[config.mk]
export PLATFORM = sky130hd
export DESIGN_NAME = fib_seq_gen
export DESIGN_NICKNAME = d
export VERILOG_FILES = /design/src/rtl/fib_seq_gen.sv
export SDC_FILE = /design/constraint.sdc
export NUM_CORES = 1
export LEC_CHECK = 0
export CORE_UTILIZATION = 53
export DETAILED_ROUTE_END_ITERATION = 6
export PLACE_DENSITY = 0.92
export SLEW_MARGIN = 20
export SYNTH_ARGS = -nofsm -noshare
export SYNTH_HDL_FRONTEND = slang
export SYNTH_SLANG_ARGS = --single-unit
[constraint.sdc]
create_clock -name clk -period 5.4 [get_ports clk]
set_input_delay 0.54 -clock clk [delete_from_list [all_inputs] [get_ports clk]]
set_output_delay 0.54 -clock clk [all_outputs]
set_load 0.02 [all_outputs]
[src/rtl/fib_seq_gen.sv]
// Additive-recurrence stream source: a <= b, b <= a + b on each accepted term.
// Programmable seeds, optional term limit, wrap/saturate policy and sticky overflow.
module fib_seq_gen #(
    parameter int          WIDTH     = 8,
    parameter int unsigned SEED0     = 0,
    parameter int unsigned SEED1     = 1,
    parameter bit          SATURATE  = 1'b0,
    parameter int unsigned MAX_TERMS = 0
) (
    input  logic             clk,
    input  logic             rst,
    input  logic             start_i,
    input  logic             stop_i,
    input  logic             load_i,
    input  logic [WIDTH-1:0] load_a_i,
    input  logic [WIDTH-1:0] load_b_i,
    output logic             out_valid_o,
    input  logic             out_ready_i,
    output logic [WIDTH-1:0] out_data_o,
    output logic             ovf_o,
    output logic             done_o,
    output logic [15:0]      idx_o
);

    // state   | meaning
    // ST_IDLE | stopped; seeds may be loaded, start_i begins a run
    // ST_RUN  | streaming; one term offered per cycle
    // ST_DONE | term limit reached; start_i resumes, load_i reseeds
    typedef enum logic [1:0] {
        ST_IDLE = 2'd0,
        ST_RUN  = 2'd1,
        ST_DONE = 2'd2
    } state_t;

    localparam logic [15:0] LAST_IDX = (MAX_TERMS == 0) ? 16'd0 : 16'(MAX_TERMS - 1);
    localparam bit          LIMITED  = (MAX_TERMS != 0);

    state_t           r_state;
    state_t           w_state_nxt;
    logic [WIDTH-1:0] r_a;
    logic [WIDTH-1:0] r_b;
    logic [15:0]      r_idx;
    logic             r_ovf;
    logic [WIDTH-1:0] w_a_nxt;
    logic [WIDTH-1:0] w_b_nxt;
    logic [15:0]      w_idx_nxt;
    logic             w_ovf_nxt;

    logic [WIDTH:0]   w_sum;
    logic             w_carry;
    logic [WIDTH-1:0] w_b_adv;
    logic             w_xfer;
    logic             w_last;

    assign w_sum   = {1'b0, r_a} + {1'b0, r_b};
    assign w_carry = w_sum[WIDTH];
    assign w_b_adv = (SATURATE && w_carry) ? {WIDTH{1'b1}} : w_sum[WIDTH-1:0];
    assign w_xfer  = (r_state == ST_RUN) && out_ready_i;
    assign w_last  = LIMITED && (r_idx == LAST_IDX);

    always_ff @(posedge clk or posedge rst) begin
        if (rst) begin
            r_state <= ST_IDLE;
            r_a     <= WIDTH'(SEED0);
            r_b     <= WIDTH'(SEED1);
            r_idx   <= 16'd0;
            r_ovf   <= 1'b0;
        end else begin
            r_state <= w_state_nxt;
            r_a     <= w_a_nxt;
            r_b     <= w_b_nxt;
            r_idx   <= w_idx_nxt;
            r_ovf   <= w_ovf_nxt;
        end
    end

    always_comb begin
        w_state_nxt = r_state;
        w_a_nxt     = r_a;
        w_b_nxt     = r_b;
        w_idx_nxt   = r_idx;
        w_ovf_nxt   = r_ovf;
        case (r_state)
            ST_IDLE, ST_DONE: begin
                // A load from DONE returns to IDLE unless start_i lifts it straight to RUN.
                if (load_i) begin
                    w_a_nxt     = load_a_i;
                    w_b_nxt     = load_b_i;
                    w_ovf_nxt   = 1'b0;
                    w_idx_nxt   = 16'd0;
                    w_state_nxt = ST_IDLE;
                end
                if (start_i) begin
                    w_state_nxt = ST_RUN;
                    w_idx_nxt   = 16'd0;
                end
            end
            ST_RUN: begin
                if (w_xfer) begin
                    w_a_nxt   = r_b;
                    w_b_nxt   = w_b_adv;
                    w_ovf_nxt = r_ovf | w_carry;
                    w_idx_nxt = r_idx + 16'd1;
                    if (w_last) begin
                        w_state_nxt = ST_DONE;
                    end else if (stop_i) begin
                        w_state_nxt = ST_IDLE;
                    end
                end else if (stop_i) begin
                    w_state_nxt = ST_IDLE;
                end
            end
            default: begin
                w_state_nxt = ST_IDLE;
            end
        endcase
    end

    assign out_valid_o = (r_state == ST_RUN);
    assign done_o      = (r_state == ST_DONE);
    assign out_data_o  = r_a;
    assign idx_o       = r_idx;
    assign ovf_o       = r_ovf;

endmodule

After elaboration in Yosys (flattened, before gate mapping)
Index checks and enable logic that the tools add are counted.

storage, ports and cells
  bits of input ports = 22
  word-level logic and storage cells = 38
  output and inout port bits = 27
  register bits = 35

operators by class
  $add $sub $neg = 2
  reduce and logical (&&, ||, !) cells = 7
  multiplexer cells = 17
  equality and inequality tests = 6
  bitwise gates (word level) = 1

operators by type and width
  kind                                                  number
  2-to-1 mux 16 bit                                     3
  2-to-1 mux 8 bit                                      4
  one-hot mux 16 bit (2 select lines)                   1
  one-hot mux 8 bit (2 select lines)                    2
  adder 16 x 1 -> 16 bit (second input constant)        1
  adder 8 x 8 -> 9 bit                                  1
  2-to-1 mux 2 bit                                      3
  AND reduction 3 bit                                   2
  != test 2 bit (second input constant)                 2
  one-hot mux 2 bit (2 select lines)                    1
  != test 3 bit (second input constant)                 1
  equality test 2 x 1 -> 1 bit (second input constant)  1
  equality test 2 bit (second input constant)           1
  logical NOT 2 bit                                     1
  2-to-1 mux 1 bit                                      2
  != test 2 x 1 -> 1 bit (second input constant)        1
  one-hot mux 1 bit (2 select lines)                    1
  AND reduction 2 bit                                   1
  nonzero test 2 bit                                    1
  OR reduction 2 bit                                    1
  logical AND 1 bit                                     1
  OR 1 bit                                              1

Depth between registers and ports, before layout
  depth after elaboration = 4
  gate-level depth with buffers = 8
  mapped depth without buffers = 8

Worst setup path before layout
No wires, ideal clock.

  kind = reg2reg
  start point = register r_b[0]
  end point = register r_b[6]
  path slack = 3.483 ns
  cell stages (with the launch flop) = 9
  buffers on the path = 0
  required time = 5.299 ns
  arrival = 1.816 ns
  setup time = 0.101 ns
  cells stage by stage = dfstp_2 -> ha_1 -> inv_1 -> fa_1 -> nor2b_1 -> o31a_1 -> nor2_1 -> nor4b_1 -> nor4_1

on the way
  word-level cells in the longest chain between the ends = 3

ends and longest elaborated chain
  what                                RTL line  source
  from (decl)                         41        logic [WIDTH-1:0] r_b;
  from (signal assigned)              65        r_b <= WIDTH'(SEED1);
  from (signal assigned)              71        r_b <= w_b_nxt;
  adder 8 x 8 -> 9 bit                55        assign w_sum = {1'b0, r_a} + {1'b0, r_b};
  2-to-1 mux 8 bit                    99        if (w_xfer) begin
  one-hot mux 8 bit (2 select lines)  83        case (r_state)

Every way passes these cells. The select of a mux whose other input is x is not followed.
A chain may end at the register's enable or synchronous reset.

Worst setup path after layout
  start point = register r_state[0]
  end point = register r_b[7]

on the way
  word-level cells in the longest chain between the ends = 4
  elaborated cells between the ends (all ways) = 10
  classes of those cells = eq/ne (4); mux (1); reduce/logical (5)

ends and longest elaborated chain
  what                                                            RTL line  source
  from (decl)                                                     38        state_t r_state;
  from (signal assigned)                                          69        r_state <= w_state_nxt;
  equality test 2 bit, or another cell as far along               83
  OR reduction 2 bit / logical AND 1 bit (equally long branches)  83, 58
  != test 2 bit (no source line), or another cell as far along    --
  AND reduction 3 bit (no source line)                            --

Parallel ways exist; a longest one is shown, timed or not.

==> flow_metrics.tcl <==
set metrics [dict create \
    synth-main-ff-cell "dfrtp_1" \
    hold_buffers 0 \
    period_needed_ns 2.690 \
    finalHoldViolCount 0 \
    routed_wl_mm 4.505 \
    crit_path_start "r_state[0]$_DFFE_PP0P_" \
    rows 21 \
    yosysWarnings 0 \
    place.gp.congestion 0.8194 \
    final-seq-area_um2 852.1 \
    clk_latency_ns 0.29 \
    drc 0 \
    synth_edf_count 0 \
    dp_hpwl_mm 3.062 \
    drive_gt1_share_pct 6.202 \
    hold_class "flop to flop" \
    r2r_slack_ns 2.71 \
    ant_nets 0 \
    synthTopCellsByArea "dfrtp_1 42%, mux2i_1 6.1%, ha_1 5.7%" \
    die-area_um2 3956 \
    yosysUniqueCellTypes 39 \
    cts_resized 0 \
    drv_cap 0 \
    required_ns 5.60 \
    tightest_slew_ns 0.9658 \
    end_kind "flop" \
    syn_to_final_growth_pct 31.13 \
    vias_per_cell 5.632 \
    slew_headroom_pct 35.61 \
    dp_cells 296 \
    setup_viol 0 \
    ys_seq_area_share_pct 43.35 \
    cts-root-buf "clkbuf_8" \
    powerDensity_nw_per_um2 437.3 \
    first_iter_violations 98 \
    cts_max_level 2 \
    vias 1712 \
    whs_ns 0.5068 \
    fin_crit_sh_pct 49.82 \
    critPathKind "flop to flop" \
    crit_end "r_b[7]$_DFFE_PP0P_" \
    multi_input_area_um2 1051 \
    synth_fp_nets 241 \
    cts.sinks 34 \
    die_w_um 62.90 \
    dieHeight_um 62.90 \
    nets 289 \
    core_area_um2 3442 \
    setup-tns-final_ns 0 \
    drtPass1Iterations 4 \
    r2r-start "r_state[0]$_DFFE_PP0P_" \
    rsz0062_at_grt "no" \
    path_common_cell "nor3_1" \
    io-pin-count 49 \
    synthTopCellsByCount "33 x dfrtp_1, 23 x nor2_1, 22 x nand2_1, 18 x o21ai_0, 12 x mux2i_1" \
    n_antenna_cell 0 \
    synth_top_area_share_pct 42.01 \
    cts-buffers-inserted 5 \
    grt_first_pass_wirelength_mm 7.610 \
    cts.clk_slew.worst_paths_ns 0.07 \
    synth_area_um2 1966 \
    wl_per_cell_um 14.82 \
    r2r_cells 5 \
    portBuffers 47 \
    grt_pass1_vias 1670 \
    fmax_ghz 0.3717 \
    crit_chain "nor2b_1 > nor2_1 > buf_4 > nor3_1 > nor3_1" \
    status "finished, final reports clean" \
    cts_buffer_depth 2 \
    syn_avg_cell_area_um2 9.405 \
    synth_cells 209 \
    antenna_found_initial 0 \
    critPathBufInv 1 \
    critPathTopFamily "simple AND/OR/NAND/NOR gates" \
    worst-path-max-fanout 23 \
    vdd_drop_max_mv 0.2660 \
    synth_largest_area_cell "dfrtp_1" \
    grt.overflow.total 0 \
    post-cts-setup-buffer-count 0 \
    ys_async_sr_fraction_pct 100.0 \
    start_kind "flop" \
    synth-seq-cells 34 \
    start_util_pct 57.11 \
    finalNonFillerCells 304 \
    fin_skew_ns 0.006216 \
    grt_usage_pct 25.01 \
    cts_tree "yes" \
    critical_path_arrival_ns 2.89 \
    slowest_stage "dfrtp_1" \
    power.leakage_nw 1.115 \
    yosysMostFrequentCell "dfrtp_1" \
    nFillCells 235 \
    finalMaxSlewViolations 0 \
    grt_max_degree 35 \
    path_depth 5 \
    max_stage_delay_ns 0.98 \
    reg2reg_to "r_b[7]$_DFFE_PP0P_" \
]
area by class of cell:
cell class              instances  share of cell area [%]
multi-input cells             161                   40.78
inverters                       6                  0.8738
flip-flops and latches         34                   33.06
clock buffers                   5                   2.670
repair buffers                 49                   18.83
well taps                      46                   2.233
clock inverters                 3                   1.553
worst min path at each step:
stage                             startpoint                  to  slack [ns]  cells past startpoint
after floorplan           r_b[0]$_DFFE_PP1P_  r_b[0]$_DFFE_PP1P_        0.47                      2
after detailed placement  r_b[0]$_DFFE_PP1P_  r_b[0]$_DFFE_PP1P_        0.50                      2
after global placement    r_b[0]$_DFFE_PP1P_  r_b[0]$_DFFE_PP1P_        0.47                      2
after global routing      r_b[0]$_DFFE_PP1P_  r_b[0]$_DFFE_PP1P_        0.55                      2
final                     r_b[0]$_DFFE_PP1P_  r_b[0]$_DFFE_PP1P_        0.51                      2
after CTS                 r_b[0]$_DFFE_PP1P_  r_b[0]$_DFFE_PP1P_        0.51                      2
report_power, final:
part / switching, W / internal (W)
logic: 0.000269 / 0.000241
clock network: 0.0000936 / 0.000136
registers: 0.0000663 / 0.000322
total: 0.000429 / 0.000698
logic make-up after synthesis:
kind of cell	share of synthesized area, %
xor+xnor	5.793
flops	43.35
simple gates	23.11
mux	6.111
fa+ha+maj	6.747
other cells	0.1908
compound gates	11.52
buf+inv	3.183
state kept, by name, indices dropped and copies added (netlist names):
| signal | flops |
|---|---|
| idx_o | 16 |
| out_data_o | 8 |
| r_b | 8 |
| ovf_o | 1 |
| r_state | 1 |
per-layer routing:
metal / up-vias / wire [µm] / global-route usage (%)
met2: 47 / 2173 / 39.11
met3: 11 / 194 / 3.832
met5: - / 0 / 0
met1: 818 / 2044 / 33.18
met4: 0 / 93 / 13.37
li1: 836 / - / -
cell usage in the layout (no fill, tap or decap), types with 8 or more instances in the layout:
cell	synthesis	layout
clkdlybuf4s50_1	0	47
dfrtp_1	33	33
nor2_1	23	23
nand2_1	22	22
o21ai_0	18	18
mux2i_1	12	12
a21oi_1	11	11
xor2_1	10	10
ha_1	9	9
nor3_1	8	8
worst register-to-register path: stages (launching register included):
cell and delay, ns:
dfrtp_1 0.98, nor2b_1 0.40, nor2_1 0.63, buf_4 0.32
nor3_1 0.08, nor3_1 0.20
per-stage QoR:
| step | power (W) | instance area (µm²) | util [%] | setup WS [ns] |
|---|---|---|---|---|
| after CTS | 0.001128 | 2577 | 74.88 | 2.714 |
| after global routing | 0.001210 | 2577 | 74.88 | 2.502 |
| after global placement | 0.0008765 | 2469 | 71.72 | 2.879 |
| after floorplan | 0.0007330 | 1966 | - | 3.483 |
| after detailed placement | 0.0008870 | 2469 | 71.72 | 2.765 |
| final | 0.001127 | 2577 | 74.88 | 2.710 |
No activity file was read; power rests on OpenSTA's default activity.
